### config.mk
export PLATFORM = sky130hd
export DESIGN_NAME = peribus_irq_ctrl_flat
export DESIGN_NICKNAME = d
export VERILOG_FILES = /design/src/rtl/peribus_pkg.sv /design/src/rtl/peribus_irq_ctrl_if.sv /design/src/rtl/irq_prio_enc.sv /design/src/rtl/peribus_irq_ctrl.sv /design/src/flat_wrapper.sv
export SDC_FILE = /design/constraint.sdc
export NUM_CORES = 1
export LEC_CHECK = 0
export BUFFER_PORTS_ARGS = -buffer_cell sky130_fd_sc_hd__buf_2
export CORE_MARGIN = 8
export CORE_UTILIZATION = 45
export DETAILED_ROUTE_END_ITERATION = 10
export GPL_TIMING_DRIVEN = 0
export PLACE_DENSITY_LB_ADDON = 0.08
export SLEW_MARGIN = 10
export SYNTH_ARGS = -nofsm -noshare
export SYNTH_HDL_FRONTEND = slang
export SYNTH_SLANG_ARGS = --single-unit
### constraint.sdc
create_clock -name clock -period 1.8 [get_ports clock]
set_input_delay 0.09 -clock clock [delete_from_list [all_inputs] [get_ports clock]]
set_output_delay 0.09 -clock clock [all_outputs]
set_load 0.005 [all_outputs]
### src/rtl/peribus_pkg.sv
// Shared Peribus definitions: bus width, interrupt-controller register map,
// FSM state encoding and STATUS field layout.
package peribus_pkg;

    localparam int unsigned PERIBUS_DATA_W = 16;

    localparam logic [1:0] IRQC_ADDR_PENDING = 2'd0;
    localparam logic [1:0] IRQC_ADDR_ENABLE  = 2'd1;
    localparam logic [1:0] IRQC_ADDR_CONTROL = 2'd2;
    localparam logic [1:0] IRQC_ADDR_STATUS  = 2'd3;

    typedef enum logic [1:0] {
        StIdle    = 2'd0,
        StReq     = 2'd1,
        StService = 2'd2
    } irqc_state_t;

    localparam int unsigned IRQC_STATUS_ID_LSB    = 0;
    localparam int unsigned IRQC_STATUS_INSVC_BIT = 4;
    localparam int unsigned IRQC_STATUS_STATE_LSB = 8;

endpackage

### src/rtl/peribus_irq_ctrl_if.sv
// Peribus register-access port: the core side is master, peripherals are slaves.
interface peribus_irq_ctrl_if #(
    parameter int unsigned DATA_W = 16
);
    logic [1:0]        addr;
    logic [DATA_W-1:0] write_data;
    logic              write_en;
    logic              read_en;
    logic              chipselect;
    logic [DATA_W-1:0] read_data;

    modport master (
        output addr, write_data, write_en, read_en, chipselect,
        input  read_data
    );

    modport slave (
        input  addr, write_data, write_en, read_en, chipselect,
        output read_data
    );
endinterface

### src/rtl/irq_prio_enc.sv
// Fixed-priority encoder: lowest set index wins; combinational.
module irq_prio_enc #(
    parameter int unsigned N_SRC = 8
) (
    input  logic [N_SRC-1:0] req,
    output logic             valid,
    output logic [3:0]       id
);

    always_comb begin
        valid = |req;
        id    = 4'd0;
        // Walk from the top so the lowest set index is the last assignment.
        for (int i = N_SRC - 1; i >= 0; i--) begin
            if (req[i]) begin
                id = 4'(i);
            end
        end
    end

endmodule

### src/rtl/peribus_irq_ctrl.sv
// Peribus interrupt controller: edge capture of source lines, register file,
// request/ack/EOI handshake FSM and registered read-back.
module peribus_irq_ctrl
    import peribus_pkg::*;
#(
    parameter int unsigned N_SRC  = 8,
    parameter int unsigned DATA_W = PERIBUS_DATA_W
) (
    input  logic               clock,
    input  logic               reset_n,
    peribus_irq_ctrl_if.slave  bus,
    input  logic [N_SRC-1:0]   src_irq,
    output logic               irq,
    output logic [3:0]         irq_id,
    input  logic               irq_ack
);

    localparam logic [1:0] ST_IDLE    = StIdle;
    localparam logic [1:0] ST_REQ     = StReq;
    localparam logic [1:0] ST_SERVICE = StService;

    logic [N_SRC-1:0]  src_q;
    logic [N_SRC-1:0]  pending_q, pending_d;
    logic [N_SRC-1:0]  enable_q, enable_d;
    logic              gie_q, gie_d;
    logic [1:0]        state_q, state_d;
    logic [3:0]        active_id_q, active_id_d;
    logic [DATA_W-1:0] read_data_q, read_data_d;

    logic              cand_valid;
    logic [3:0]        cand_id;
    logic              bus_wr, bus_rd, eoi, ack_take, in_service;
    logic [N_SRC-1:0]  rise, ack_mask;
    logic [15:0]       status;

    irq_prio_enc #(
        .N_SRC (N_SRC)
    ) u_prio_enc (
        .req   (pending_q & enable_q),
        .valid (cand_valid),
        .id    (cand_id)
    );

    assign bus_wr     = bus.chipselect && bus.write_en;
    assign bus_rd     = bus.chipselect && bus.read_en;
    assign in_service = (state_q == ST_SERVICE);
    assign eoi        = bus_wr && (bus.addr == IRQC_ADDR_STATUS) && bus.write_data[0] && in_service;
    assign ack_take   = (state_q == ST_REQ) && gie_q && cand_valid && irq_ack;
    assign rise       = src_irq & ~src_q;
    assign ack_mask   = N_SRC'(1) << cand_id;

    always_comb begin
        pending_d = pending_q;
        if (bus_wr && (bus.addr == IRQC_ADDR_PENDING)) begin
            pending_d = pending_d & ~bus.write_data[N_SRC-1:0];
        end
        if (ack_take) begin
            pending_d = pending_d & ~ack_mask;
        end
        // A fresh edge always wins over a same-cycle clear.
        pending_d = pending_d | rise;

        enable_d = enable_q;
        if (bus_wr && (bus.addr == IRQC_ADDR_ENABLE)) begin
            enable_d = bus.write_data[N_SRC-1:0];
        end

        gie_d = gie_q;
        if (bus_wr && (bus.addr == IRQC_ADDR_CONTROL)) begin
            gie_d = bus.write_data[0];
        end

        active_id_d = ack_take ? cand_id : active_id_q;
    end

    always_comb begin
        state_d = state_q;
        case (state_q)
            ST_IDLE: begin
                if (gie_q && cand_valid) state_d = ST_REQ;
            end
            ST_REQ: begin
                if (!gie_q || !cand_valid) state_d = ST_IDLE;
                else if (irq_ack)          state_d = ST_SERVICE;
            end
            ST_SERVICE: begin
                if (eoi) state_d = ST_IDLE;
            end
            default: state_d = ST_IDLE;
        endcase
    end

    always_comb begin
        status = 16'h0000;
        status[IRQC_STATUS_STATE_LSB +: 2] = state_q;
        status[IRQC_STATUS_INSVC_BIT]      = in_service;
        status[IRQC_STATUS_ID_LSB +: 4]    = active_id_q;

        read_data_d = read_data_q;
        if (bus_rd) begin
            read_data_d = '0;
            case (bus.addr)
                IRQC_ADDR_PENDING: read_data_d[N_SRC-1:0] = pending_q;
                IRQC_ADDR_ENABLE:  read_data_d[N_SRC-1:0] = enable_q;
                IRQC_ADDR_CONTROL: read_data_d[0]         = gie_q;
                default:           read_data_d[15:0]      = status;
            endcase
        end
    end

    always_ff @(posedge clock or negedge reset_n) begin
        if (!reset_n) begin
            src_q       <= '0;
            pending_q   <= '0;
            enable_q    <= '0;
            gie_q       <= 1'b0;
            state_q     <= ST_IDLE;
            active_id_q <= 4'd0;
            read_data_q <= '0;
        end else begin
            src_q       <= src_irq;
            pending_q   <= pending_d;
            enable_q    <= enable_d;
            gie_q       <= gie_d;
            state_q     <= state_d;
            active_id_q <= active_id_d;
            read_data_q <= read_data_d;
        end
    end

    // irq decodes straight from the state flop, so it cannot glitch.
    assign irq           = (state_q == ST_REQ);
    assign irq_id        = (state_q == ST_REQ)     ? cand_id :
                           (state_q == ST_SERVICE) ? active_id_q : 4'd0;
    assign bus.read_data = read_data_q;

endmodule

### src/flat_wrapper.sv
// flat-port wrapper written by rule: the top's interface ports become plain ports
module peribus_irq_ctrl_flat import peribus_pkg::*;
#(
    parameter int unsigned N_SRC  = 8,
    parameter int unsigned DATA_W = PERIBUS_DATA_W
)
  (clock, reset_n, src_irq, irq, irq_id, irq_ack, bus_addr, bus_write_data, bus_write_en, bus_read_en, bus_chipselect, bus_read_data);
  peribus_irq_ctrl_if #(.DATA_W(DATA_W)) bus_i ();
  input  logic clock;
  input  logic reset_n;
  input  logic [N_SRC-1:0] src_irq;
  output logic irq;
  output logic [3:0] irq_id;
  input  logic irq_ack;
  input wire logic [$bits(bus_i.addr)-1:0] bus_addr;
  input wire logic [$bits(bus_i.write_data)-1:0] bus_write_data;
  input wire logic [$bits(bus_i.write_en)-1:0] bus_write_en;
  input wire logic [$bits(bus_i.read_en)-1:0] bus_read_en;
  input wire logic [$bits(bus_i.chipselect)-1:0] bus_chipselect;
  output wire logic [$bits(bus_i.read_data)-1:0] bus_read_data;
  assign bus_i.addr = bus_addr;
  assign bus_i.write_data = bus_write_data;
  assign bus_i.write_en = bus_write_en;
  assign bus_i.read_en = bus_read_en;
  assign bus_i.chipselect = bus_chipselect;
  assign bus_read_data = bus_i.read_data;
  peribus_irq_ctrl #(.N_SRC(N_SRC), .DATA_W(DATA_W)) u_core (.clock(clock), .reset_n(reset_n), .bus(bus_i), .src_irq(src_irq), .irq(irq), .irq_id(irq_id), .irq_ack(irq_ack));
endmodule
==> results.py <==
metrics = {
    "run_status": {
        "status": "finished clean",
    },
    "critical_path": {
        "rr_worst_depth": 4,
        "cp_top_family": "compound AO/OA/AOI/OAI gates",
        "crit_chain": "a21boi_1 > a32oi_2 > o21ai_4 > a22o_1 > buf_2",
        "cp_data_arrival_time_ns": 1.61,
        "critical_path_depth": 5,
        "path_buf_inv": 1,
        "critPathMaxFanout": 4,
        "cp-start-kind": "register",
        "path_class": "reg -> out",
        "slowest_delay_ns": 0.42,
        "cp_slowest_cell": "dfrtp_1",
        "cp-end-kind": "output pin",
        "required_ns": 1.71,
    },
    "timing": {
        "fin_tns_setup_ns": 0,
        "skew_ns": 0.007871,
        "final.period_utilization_pct": 94.34,
        "drv_slew": 0,
        "rsz0062_at_grt": "no",
        "slew_headroom_pct": 39.93,
        "worst_pin_slew_ns": 0.9010,
        "hold_violations": 0,
        "final.min_clock_period_ns": 1.698,
        "setup_viol": 0,
        "max_freq_ghz": 0.5889,
    },
    "synthesis": {
        "synth.distinct_cells": 41,
        "syn_inst": 176,
        "synth_top_area_share_pct": 51.65,
        "ys_ff_latch": 40,
        "yosys_most_used_dff": "dfrtp_1",
        "synth_commonest_cells": "40 x dfrtp_1, 22 x nand2_1, 12 x o21ai_0, 11 x mux2_2",
        "synth-edff-count": 0,
        "yosysMostFrequentCell": "dfrtp_1",
        "synth.avg_cell_area_um2": 11.01,
        "syn_area_um2": 1938,
        "ys_seq_area_share_pct": 51.65,
        "synth.area.top_cells": "dfrtp_1 52%, mux2_2 6.4%, nand2_1 4.3%, mux2i_1 3.6%, o21ai_0 3.1%",
        "synthArstFlopShare_pct": 100.0,
        "ys.warnings.count": 0,
        "synth_largest_area_cell": "dfrtp_1",
    },
    "route": {
        "drc_errors": 0,
        "wl_um": 4592,
        "maxUsedRoutingLayer": "met4",
        "vias": 1545,
        "met2WireLength_um": 2234,
        "dr_wl_met3_um": 316,
        "drt-met1-wl_um": 1954,
        "dr.pass1.iters": 4,
        "drt-vias-per-instance": 5.346,
        "drtAntennaViolNets": 0,
        "avgRoutedWirePerCell_um": 15.89,
        "drt_iter0_drc": 113,
    },
    "cts": {
        "cts_tree": "done",
        "clk_pin_slew_ns": 0.08,
        "max-clock-path-buffers": 2,
        "clk-insertion-delay-late_ns": 0.29,
        "cts.htree.levels": 2,
        "numCtsBuffers": 5,
        "clock-sinks": 40,
        "clockRootBuffer": "clkbuf_8",
    },
    "grt": {
        "antenna_found_initial": 0,
        "grt_pass1_vias": 1642,
        "grt_usage_pct": 15.24,
        "overflow": 0,
        "grt_max_degree": 41,
        "grt_pass1_wl_um": 7893,
    },
    "place": {
        "placed_cell_area_um2": 2206,
        "dpl.hpwl_um": 3370,
        "io_buffers": 36,
        "gp_congestion": 0.8346,
    },
    "floorplan": {
        "die_height_um": 81.63,
        "io-pin-count": 53,
        "die_x_um": 81.63,
        "start_util_pct": 45.45,
        "core-area_um2": 4264,
        "fp-row-count": 24,
        "die_area_um2": 6663,
    },
    "power": {
        "peakVddDrop_mv": 0.5649,
        "p_leak_uw": 0.001115,
        "p_per_area_nw_per_um2": 1069,
    },
    "cells_and_area": {
        "fillerInstances": 402,
        "post-route-util_pct": 57.25,
        "seq_area_um2": 1003,
        "areaGrowthSynthToFinish_pct": 25.95,
        "multi_input_area_um2": 907.1,
        "drive_above_1_share_pct": 35.44,
        "fin_nets": 268,
        "finalInstanceArea_um2": 2441,
        "diodes": 0,
    },
    "hold_path": {
        "worstHoldPathCells": 2,
        "min_path_type": "in -> reg",
    },
    "run": {
        "max_cap_viol_count": 0,
    },
}
[cell usage in the layout, fill, tap and decap left out, drive strengths merged, types with 2 or more instances in the layout]
cell	n
buf	48
dfrtp	40
nand2	24
o21ai	13
mux2	11
dlygate4sd3	9
clkbuf	9
nor2b	8
a21oi	8
mux2i	7
conb	7
a21boi	7
nor2	6
a22oi	6
a22o	5
inv	3
a31oi	3
a32oi	2
nand4b	2
o211ai	2
a21bo	2
[metal layers]
| layer | vias up | track usage [%] |
|---|---|---|
| met3 | 9 | 4.486 |
| met2 | 45 | 23.79 |
| li1 | 742 | - |
| met1 | 749 | 19.35 |
| met5 | - | 0 |
| met4 | 0 | 6.316 |
[cells by family after synthesis]
| kind of cell | after synthesis | share of synthesized area, % |
|---|---|---|
| muxes | 19 | 11.17 |
| and+or+nand+nor | 50 | 13.43 |
| AOI/OAI and AO/OA | 51 | 19.11 |
| buffers and inverters | 15 | 4.454 |
| other | 1 | 0.1935 |
| DFF | 40 | 51.65 |
[through the flow]
step	cells	setup WS, ns	total power, µW	hold WS (ns)
2_1_floorplan	182	0.3577	1644	-0.2056
3_3_place_gp	270	0.1204	1885	0.2066
3_5_place_dp	270	0.1034	1913	0.2135
4_1_cts	289	0.02404	2620	0.01354
5_1_grt	289	0.01523	2801	0.02832
6_report	289	0.1019	2611	0.02730
[final timing paths]
kind | from | end | slack, ns
max | u_core.enable_q[1]$_DFFE_PN0P_ | irq_id[0] | 0.10
min | irq_ack | u_core.state_q[0]$_DFFE_PN0P_ | 0.03
max reg2reg | u_core.pending_q[3]$_DFF_PN0_ | u_core.pending_q[6]$_DFF_PN0_ | 0.18
min reg2reg | u_core.src_q[0]$_DFF_PN0_ | u_core.pending_q[0]$_DFF_PN0_ | 0.42
max in group asynchronous | reset_n | u_core.pending_q[0]$_DFF_PN0_ | 0.72
min in group asynchronous | reset_n | u_core.src_q[6]$_DFF_PN0_ | 0.46
[repair_timing]
item,CTS,global route
hold endpoints to repair,48,0
setup endpoints to repair,1,2
buffers inserted,2,0
hold buffers,9,0
resized for setup,3,6
pin swaps,2,2
[flip-flops by register name (all words and copies together), names as in the netlist]
register	flops
u_core.bus.read_data	10
u_core.enable_q	8
u_core.state_q	2
u_core.active_id_q	3
u_core.gie_q	1
u_core.pending_q	8
u_core.src_q	8
[report_power, final]
part           internal [µW]  switching, µW  total, µW
combinational            385            373        757
clock                    311            307        618
sequential              1070            169       1240
[final cells by class]
| type | count | area share (%) |
|---|---|---|
| timing repair buffer | 47 | 11.69 |
| sequential | 40 | 41.11 |
| tap | 52 | 2.665 |
| clock inverter | 1 | 0.3075 |
| multi-input combinational | 127 | 37.16 |
| clock buffer | 7 | 3.537 |
| inverter | 3 | 0.4613 |
| buffer | 12 | 3.075 |
(Power assumes the default switching activity.)
